--- config.mk ---
export PLATFORM = sky130hd
export DESIGN_NAME = hw_status_reader_flat
export DESIGN_NICKNAME = d
export VERILOG_FILES = /design/src/rtl/hw_status_reader_if.sv /design/src/rtl/hw_status_reader.sv /design/src/flat_wrapper.sv
export SDC_FILE = /design/constraint.sdc
export NUM_CORES = 1
export LEC_CHECK = 0
export BUFFER_PORTS_ARGS = -buffer_cell sky130_fd_sc_hd__buf_2
export CAP_MARGIN = 20
export CORE_AREA = 4 4 191 211
export DETAILED_ROUTE_END_ITERATION = 6
export DIE_AREA = 0 0 195 215
export HOLD_SLACK_MARGIN = 0.05
export PLACE_DENSITY = 0.78
export SYNTH_ARGS = -nofsm -noshare
export SYNTH_HDL_FRONTEND = slang
export SYNTH_SLANG_ARGS = --single-unit
--- constraint.sdc ---
create_clock -name clk -period 3.39 [get_ports clk]
set_input_delay 0.339 -clock clk [delete_from_list [all_inputs] [get_ports clk]]
set_output_delay 0.339 -clock clk [all_outputs]
set_load 0.05 [all_outputs]
--- src/rtl/hw_status_reader_if.sv ---
// Bundle between the hardware-manager/PS side and the status reader.
// The master drives capture and PS control inputs; the slave is the reader.
interface hw_status_reader_if;
  logic [31:0] status_word;
  logic        ps_interrupt;
  logic        rd_en;
  logic        irq_ack;
  logic        clr;
  logic [31:0] rd_data;
  logic        rd_valid;
  logic [8:0]  count;
  logic        overflow;
  logic [15:0] drop_count;
  logic        irq;
  logic [24:0] last_code;
  logic [2:0]  last_board;
  logic        halted;

  modport master (
    output status_word, ps_interrupt, rd_en, irq_ack, clr,
    input  rd_data, rd_valid, count, overflow, drop_count, irq,
           last_code, last_board, halted
  );

  modport slave (
    input  status_word, ps_interrupt, rd_en, irq_ack, clr,
    output rd_data, rd_valid, count, overflow, drop_count, irq,
           last_code, last_board, halted
  );
endinterface

--- src/rtl/hw_status_reader.sv ---
// Captures hardware-manager status words on ps_interrupt rising edges into a
// first-word-fall-through FIFO read by the PS, with drop accounting and irq.
module hw_status_reader #(
  parameter int DEPTH = 16
) (
  input  logic clk,
  input  logic rst,
  hw_status_reader_if.slave bus
);
  localparam int         PTR_W    = $clog2(DEPTH);
  localparam logic [8:0] FULL_CNT = 9'(DEPTH);

  function automatic logic [15:0] sat_inc16(input logic [15:0] v);
    return (v == 16'hFFFF) ? v : v + 16'd1;
  endfunction

  logic [31:0]      mem [DEPTH];
  logic [PTR_W-1:0] wr_ptr, rd_ptr;
  logic [8:0]       count_q;
  logic             int_p0;
  logic             overflow_q, irq_q, halted_q;
  logic [15:0]      drop_q;
  logic [24:0]      code_q;
  logic [2:0]       board_q;

  logic capture, full, empty, pop, wr, drop;

  // Capture edge detection and FIFO event decode (clr suppresses all events)
  always_comb begin
    capture = bus.ps_interrupt & ~int_p0;
    full    = (count_q == FULL_CNT);
    empty   = (count_q == 9'd0);
    pop     = bus.rd_en & ~empty & ~bus.clr;
    wr      = capture & (~full | pop) & ~bus.clr;
    drop    = capture & full & ~pop & ~bus.clr;
  end

  // Storage is data only and carries no reset
  always_ff @(posedge clk) begin
    if (wr) mem[wr_ptr] <= bus.status_word;
  end

  always_ff @(posedge clk or posedge rst) begin
    if (rst) begin
      int_p0     <= 1'b0;
      wr_ptr     <= '0;
      rd_ptr     <= '0;
      count_q    <= 9'd0;
      overflow_q <= 1'b0;
      drop_q     <= 16'd0;
      irq_q      <= 1'b0;
      code_q     <= 25'd0;
      board_q    <= 3'd0;
      halted_q   <= 1'b0;
    end else begin
      int_p0 <= bus.ps_interrupt;
      if (bus.clr) begin
        wr_ptr     <= '0;
        rd_ptr     <= '0;
        count_q    <= 9'd0;
        overflow_q <= 1'b0;
        drop_q     <= 16'd0;
        irq_q      <= 1'b0;
        code_q     <= 25'd0;
        board_q    <= 3'd0;
        halted_q   <= 1'b0;
      end else begin
        if (wr)  wr_ptr <= wr_ptr + 1'b1;
        if (pop) rd_ptr <= rd_ptr + 1'b1;
        case ({wr, pop})
          2'b10:   count_q <= count_q + 9'd1;
          2'b01:   count_q <= count_q - 9'd1;
          default: count_q <= count_q;
        endcase
        if (drop) begin
          overflow_q <= 1'b1;
          drop_q     <= sat_inc16(drop_q);
        end
        // Dropped captures still refresh the most-recent status view
        if (capture) begin
          code_q   <= bus.status_word[28:4];
          board_q  <= bus.status_word[31:29];
          halted_q <= (bus.status_word[3:0] == 4'd8);
        end
        if (capture)          irq_q <= 1'b1;
        else if (bus.irq_ack) irq_q <= 1'b0;
      end
    end
  end

  assign bus.rd_data    = mem[rd_ptr];
  assign bus.rd_valid   = ~empty;
  assign bus.count      = count_q;
  assign bus.overflow   = overflow_q;
  assign bus.drop_count = drop_q;
  assign bus.irq        = irq_q;
  assign bus.last_code  = code_q;
  assign bus.last_board = board_q;
  assign bus.halted     = halted_q;
endmodule

--- src/flat_wrapper.sv ---
// flat-port wrapper written by rule: the top's interface ports become plain ports
module hw_status_reader_flat 
#(
  parameter int DEPTH = 16
)
  (clk, rst, bus_status_word, bus_ps_interrupt, bus_rd_en, bus_irq_ack, bus_clr, bus_rd_data, bus_rd_valid, bus_count, bus_overflow, bus_drop_count, bus_irq, bus_last_code, bus_last_board, bus_halted);
  hw_status_reader_if bus_i ();
  input  logic clk;
  input  logic rst;
  input wire logic [$bits(bus_i.status_word)-1:0] bus_status_word;
  input wire logic [$bits(bus_i.ps_interrupt)-1:0] bus_ps_interrupt;
  input wire logic [$bits(bus_i.rd_en)-1:0] bus_rd_en;
  input wire logic [$bits(bus_i.irq_ack)-1:0] bus_irq_ack;
  input wire logic [$bits(bus_i.clr)-1:0] bus_clr;
  output wire logic [$bits(bus_i.rd_data)-1:0] bus_rd_data;
  output wire logic [$bits(bus_i.rd_valid)-1:0] bus_rd_valid;
  output wire logic [$bits(bus_i.count)-1:0] bus_count;
  output wire logic [$bits(bus_i.overflow)-1:0] bus_overflow;
  output wire logic [$bits(bus_i.drop_count)-1:0] bus_drop_count;
  output wire logic [$bits(bus_i.irq)-1:0] bus_irq;
  output wire logic [$bits(bus_i.last_code)-1:0] bus_last_code;
  output wire logic [$bits(bus_i.last_board)-1:0] bus_last_board;
  output wire logic [$bits(bus_i.halted)-1:0] bus_halted;
  assign bus_i.status_word = bus_status_word;
  assign bus_i.ps_interrupt = bus_ps_interrupt;
  assign bus_i.rd_en = bus_rd_en;
  assign bus_i.irq_ack = bus_irq_ack;
  assign bus_i.clr = bus_clr;
  assign bus_rd_data = bus_i.rd_data;
  assign bus_rd_valid = bus_i.rd_valid;
  assign bus_count = bus_i.count;
  assign bus_overflow = bus_i.overflow;
  assign bus_drop_count = bus_i.drop_count;
  assign bus_irq = bus_i.irq;
  assign bus_last_code = bus_i.last_code;
  assign bus_last_board = bus_i.last_board;
  assign bus_halted = bus_i.halted;
  hw_status_reader #(.DEPTH(DEPTH)) u_core (.clk(clk), .rst(rst), .bus(bus_i));
endmodule
Word-level counts from Yosys, hierarchy flattened --
Memory sizes are Yosys's and may differ from the RTL's. Index checks and enable logic that the tools add are counted.
Storage, ports and cells: output and inout port bits 89, word-level logic and storage cells 66, RAM bits 512, memories 1, input bits 38, flip-flop bits (word level) 65
Operators by class: muxes and demuxes 22, eq/ne operators 6, add/subtract/negate cells 5, reduce and logical (&&, ||, !) cells 8, bitwise operators 14
Memories:
- u_core.mem | words 16, bits a word 32, read ports 1, clocked after Yosys merged registers in 0, wr ports 1, line hw_status_reader.sv:17 | logic [31:0] mem [DEPTH];
Operators by type and width (count):
- 2-to-1 mux 25 bit | 2
- 2-to-1 mux 16 bit | 3
- one-hot mux 9 bit (2 select lines) | 1
- adder 16 x 1 -> 16 bit (second input constant) | 1
- == test 16 bit (second input constant) | 1
- 2-to-1 mux 4 bit | 4
- adder 9 x 1 -> 9 bit (second input constant) | 1
- == test 9 x 5 -> 1 bit (second input constant) | 1
- logical NOT 9 bit | 1
- 2-to-1 mux 1 bit | 9
- 2-to-1 mux 9 bit | 1
- subtractor 9 x 1 -> 9 bit (second input constant) | 1
- adder 4 x 1 -> 4 bit (second input constant) | 2
- bitwise AND 1 bit | 8
- nonzero test 2 bit | 4
- 2-to-1 mux 3 bit | 2
- nonzero test 3 bit | 2
- NOT 1 bit | 5
- == test 4 bit (second input constant) | 1
- == test 2 x 1 -> 1 bit (second input constant) | 1
- == test 2 bit (second input constant) | 1
- inequality test 2 bit (second input constant) | 1
- AND reduction 2 bit | 1
- bitwise OR 1 bit | 1

Depth between registers and ports, before layout --
word-level depth 10, mapped depth 10, gate-level depth less buffers 9

Worst setup path after synthesis --
Ideal clock, no wire load.
path kind register to register, start register u_core.count_q[0], in the netlist u_core.bus.count[0], end memory u_core.mem[12][0] (enable), stages on the path, launching flop included 5, clock period less this slack 3.266 ns, data required time 2.969 ns, library setup time 0.421 ns, buffers on the path 0, path slack 0.124 ns, data arrival time 2.845 ns, cells stage by stage dfrtp_1 > nor4_4 > a41oi_1 > nand4b_1 > nor2_1
Between the ends: word-level cells in the longest chain between the ends 9, elaborated cells between the ends (all ways) 11, classes of those cells 1 x eq/ne; 2 x mux; 7 x bitwise; 1 x reduce/logical
RTL lines:
- start, declared | line hw_status_reader.sv:19 | logic [8:0] count_q;
- start signal, assigned | line hw_status_reader.sv:71 | 2'b10: count_q <= count_q + 9'd1;
- start signal, assigned | line hw_status_reader.sv:72 | 2'b01: count_q <= count_q - 9'd1;
- start signal, assigned | line hw_status_reader.sv:73 | default: count_q <= count_q;
- logical NOT 9 bit | line hw_status_reader.sv:32 | empty = (count_q == 9'd0);
- NOT 1 bit | line hw_status_reader.sv:33 | pop = bus.rd_en & ~empty & ~bus.clr;
- bitwise AND 1 bit (2 in a row) | line hw_status_reader.sv:33
- bitwise OR 1 bit (*) | line hw_status_reader.sv:34 | wr = capture & (~full | pop) & ~bus.clr;
- bitwise AND 1 bit (*) (2 in a row) | line hw_status_reader.sv:34
- 2-to-1 mux 1 bit (*) | line hw_status_reader.sv:40 | if (wr) mem[wr_ptr] <= bus.status_word;
- 2-to-1 mux 1 bit (implied by the code) (*) | line hw_status_reader.sv:40
- end, declared | line hw_status_reader.sv:17
Every way passes the cells marked *; elsewhere a longest branch is shown, timed or not.

Final worst setup path --
start register u_core.rd_ptr[0], end output bus_rd_data[30]
Between the ends: word-level cells in the longest chain between the ends 1
RTL lines:
- start, declared | line hw_status_reader.sv:18 | logic [PTR_W-1:0] wr_ptr, rd_ptr;
- start signal, assigned | line hw_status_reader.sv:69 | if (pop) rd_ptr <= rd_ptr + 1'b1;
- memory read (16 x 32 bit)
- end, declared | line flat_wrapper.sv:15 | output wire logic [$bits(bus_i.rd_data)-1:0] bus_rd_data;
Every way passes these cells.

==> results.md <==
* Status: completed
* Worst path slowest cell: dfrtp_4
* Pin count of the biggest net entering global routing at 50
* Synth cell types at 48
* H-tree Lvls at 2
* Area Overhead vs Synth at 15.9%
* Die Y-Extent at ~220 µm
* Routed WL at just over 50000 µm
* #FFs+latches synth at 577
* CP required at a little over 3 ns
* P per Cell Area at around 650 nW/µm²
* Row count at 75
* Post-synthesis instance total at around 1100
* Total of max-cap violations at 0
* Setup violators final at 0
* TritonRoute pass-1 iters at 7
* Routed Antenna Nets at 0
* Worst setup SP type: flip-flop
* Worst path buffer plus inverter count at 2
* Total grt overflow at 0
* Post-synth top area share at between 60% and 70%
* Total power at ~17 mW
* Initial detailed-routing violation count at roughly 1200
* Register area at roughly 17000 µm²
* Uppermost layer routed: met4
* DP Area at approximately 24000 µm²
* Cell area after synthesis at between 20000 and 25000 µm²
* CP max FO at 13
* Vias in the first global route at approximately 12000
* Minimum clock period at about 3.2 ns
* Post-synth ARST share at a little under an eighth
* # IOs at about 130
* Sequential-to-total area share from yosys stat at between 70 and 80%
* CTS Buffer Depth at 3
* Routed wire per std cell at approximately 28 µm
* Final hold vios at 0
* Worst-Margin Slew at 0.719 ns
* Core Region at 38100 µm²
* Avg Cell Area, Syn at 20.6 µm²
* Drc violations at 0
* Area contributors post-synth: edfxtp_1 68%, mux4_2 16%, dfrtp_1 7.2%
* Commonest non-fill, non-tap cell in the layout: edfxtp_1
* Worst-path cell chain: buf_4, mux4_2, mux4_2, buf_2
* Layout fillers at about 2300
* Initial Util at about 59%
* Gr usage total at 24.5%
* Synth Warn # at 0
* Slew Limit Fails at 0
* Multi-input logic area at 5390 µm²
* Final RePlAce weighted congestion at between 0.8 and 0.9
* Root Driver: clkbuf_16
* Top delay family on crit path: multiplexers
* CTS Buf Count at between 50 and 60
* Worst-path clk slew at roughly 0.060 ns
* Setup TNS at 0 ns
* RSZ-0062 raised after global routing: no
* Die X at between 150 and 200 µm
* Met3 routed WL at between 4000 and 5000 µm
* CTS sink cnt at between 500 and 600
* Max_slew headroom at just over 50%
* HPWL Detailed at 27900 µm
* Max Clk Rate at approximately 310 MHz
* Clk_lat worst skew at about 0.57 ns
* First-pass GRT wire length at a little under 80000 µm
* Peak per-stage delay on the critical path at between 0.6 and 0.7 ns
* Final hold slack at about 0.13 ns
* LEAKAGE at 8.82 nW
* DP Worst Slack at between 0.1 and 0.15 ns
* Non-filler cells, final at ~1800
* Final Cycle Share at around 94%
* Setup Crit Path Kind: reg -> out
* WL met1 at 19400 µm
* Count of input and output buffers at between 100 and 150
* Via count at 11600
* Peak supply drop at 0.000542 V
* Top cell by count, worst path: mux4_2
* Placed insts at 1724
* Initial antenna violation count at 1
* Nets@finish at 1337
* Die area at 41900 µm²
* Post-synth top area cell: edfxtp_1
* Syn Nets at between 1000 and 1500
* Top_reg_cell synth: edfxtp_1
* Fin Clk Skew at around 0.018 ns
* Final Instance Area at between 20000 and 30000 µm²
* Most frequent cells in the layout: 512 x edfxtp_1, 160 x mux4_2, 126 x buf_2
* WP data arrival at ~2.9 ns
* Core Util, Final at between 60 and 70%
* Post-synth EDFFs at 512
* CTS tree: done
* Layout cells sized above 1 at a little over a third
* Critical Path Sink Type: output pin
* Hold crit path type: in -> reg
* Metal2 WL at approximately 26000 µm
* DR vias/cell at 6.36
* Final setup margin at roughly 0.2 ns
cells by family (layout without fill, tap and decap cells):
group,Yosys count,count (layout),synth area share [%]
xor gates and xnor gates,12,12,0.465
muxes,168,168,16.3
and+or+nand+nor,172,172,3.78
DFF,577,577,75.2
AOI/OAI and AO/OA,83,83,2.22
buffers and inverters,69,300,1.21
adders and majority gates,14,14,0.808
other,0,1,0
cells in the mapped netlist, drive strengths merged (3+ instances only):
master / instances
xor2: 9
or3: 10
a21oi: 48
buf: 18
inv: 14
mux2i: 5
mux4: 160
a211o: 3
and2: 12
ha: 13
nor4b: 3
mux2: 3
edfxtp: 512
nand4: 4
nand2b: 5
xnor2: 3
clkbuf: 37
o31ai: 4
o21ai: 11
dfrtp: 65
or4: 5
nor4: 7
nor3: 3
nand2: 75
nor2: 30
a211oi: 4
nand3: 10
and3: 3
layer usage:
layer | global-route usage (%) | vias to the layer above
met2 | 41.0 | 592
met1 | 34.3 | 6084
li1 | - | 4861
met4 | 6.05 | 0
met5 | 0 | -
met3 | 4.57 | 83
worst paths after layout:
check | startpoint | cells after the start | slack (ns) | end
max in group asynchronous | rst | 5 | 2.16 | u_core.rd_ptr[0]
setup reg to reg | u_core.bus.count[5] | 9 | 0.24 | u_core.bus.count[8]
setup / recovery | u_core.rd_ptr[0] | 4 | 0.20 | bus_rd_data[30]
min in group asynchronous | rst | 3 | 0.32 | u_core.bus.last_board[0]
hold / removal | bus_status_word[12] | 3 | 0.13 | u_core.bus.last_code[8]
hold reg to reg | u_core.bus.last_code[8] | 2 | 0.52 | u_core.bus.last_code[8]
timing repair:
action / in CTS / in global routing
hold endpoints to repair: 50 / 0
resized for setup: 0 / 1
hold buffers: 3 / 0
buffers inserted: 0 / 1
setup endpoints to repair: 0 / 14
tightest hold or removal path, cell delays in order:
cell     delay, ns
buf_2         0.18
nand2_1       0.08
a21oi_1       0.05
power by group:
part / internal, mW / switching (mW) / total, mW
combinational: 1.25 / 1.76 / 3.01
clock: 3.58 / 2.51 / 6.09
sequential: 7.82 / 0.104 / 7.92
cell type report:
type	count	share of cell area [%]
Antenna cell	1	0.00955
Clock buffer	72	5.77
Clock inverter	25	1.09
Inverter	14	0.205
Multi-Input combinational cell	449	20.6
Sequential cell	577	64.9
Tap cell	500	2.39
Timing Repair Buffer	189	5.03
registers in the layout, summed over array words and instances, names as in the netlist, 3 cells and up:
register	flops
u_core.bus.count	9
u_core.mem	512
u_core.bus.drop_count	16
u_core.bus.last_code	25
u_core.wr_ptr	4
u_core.rd_ptr	4
u_core.bus.last_board	3
No activity file was read; power rests on OpenSTA's default activity.
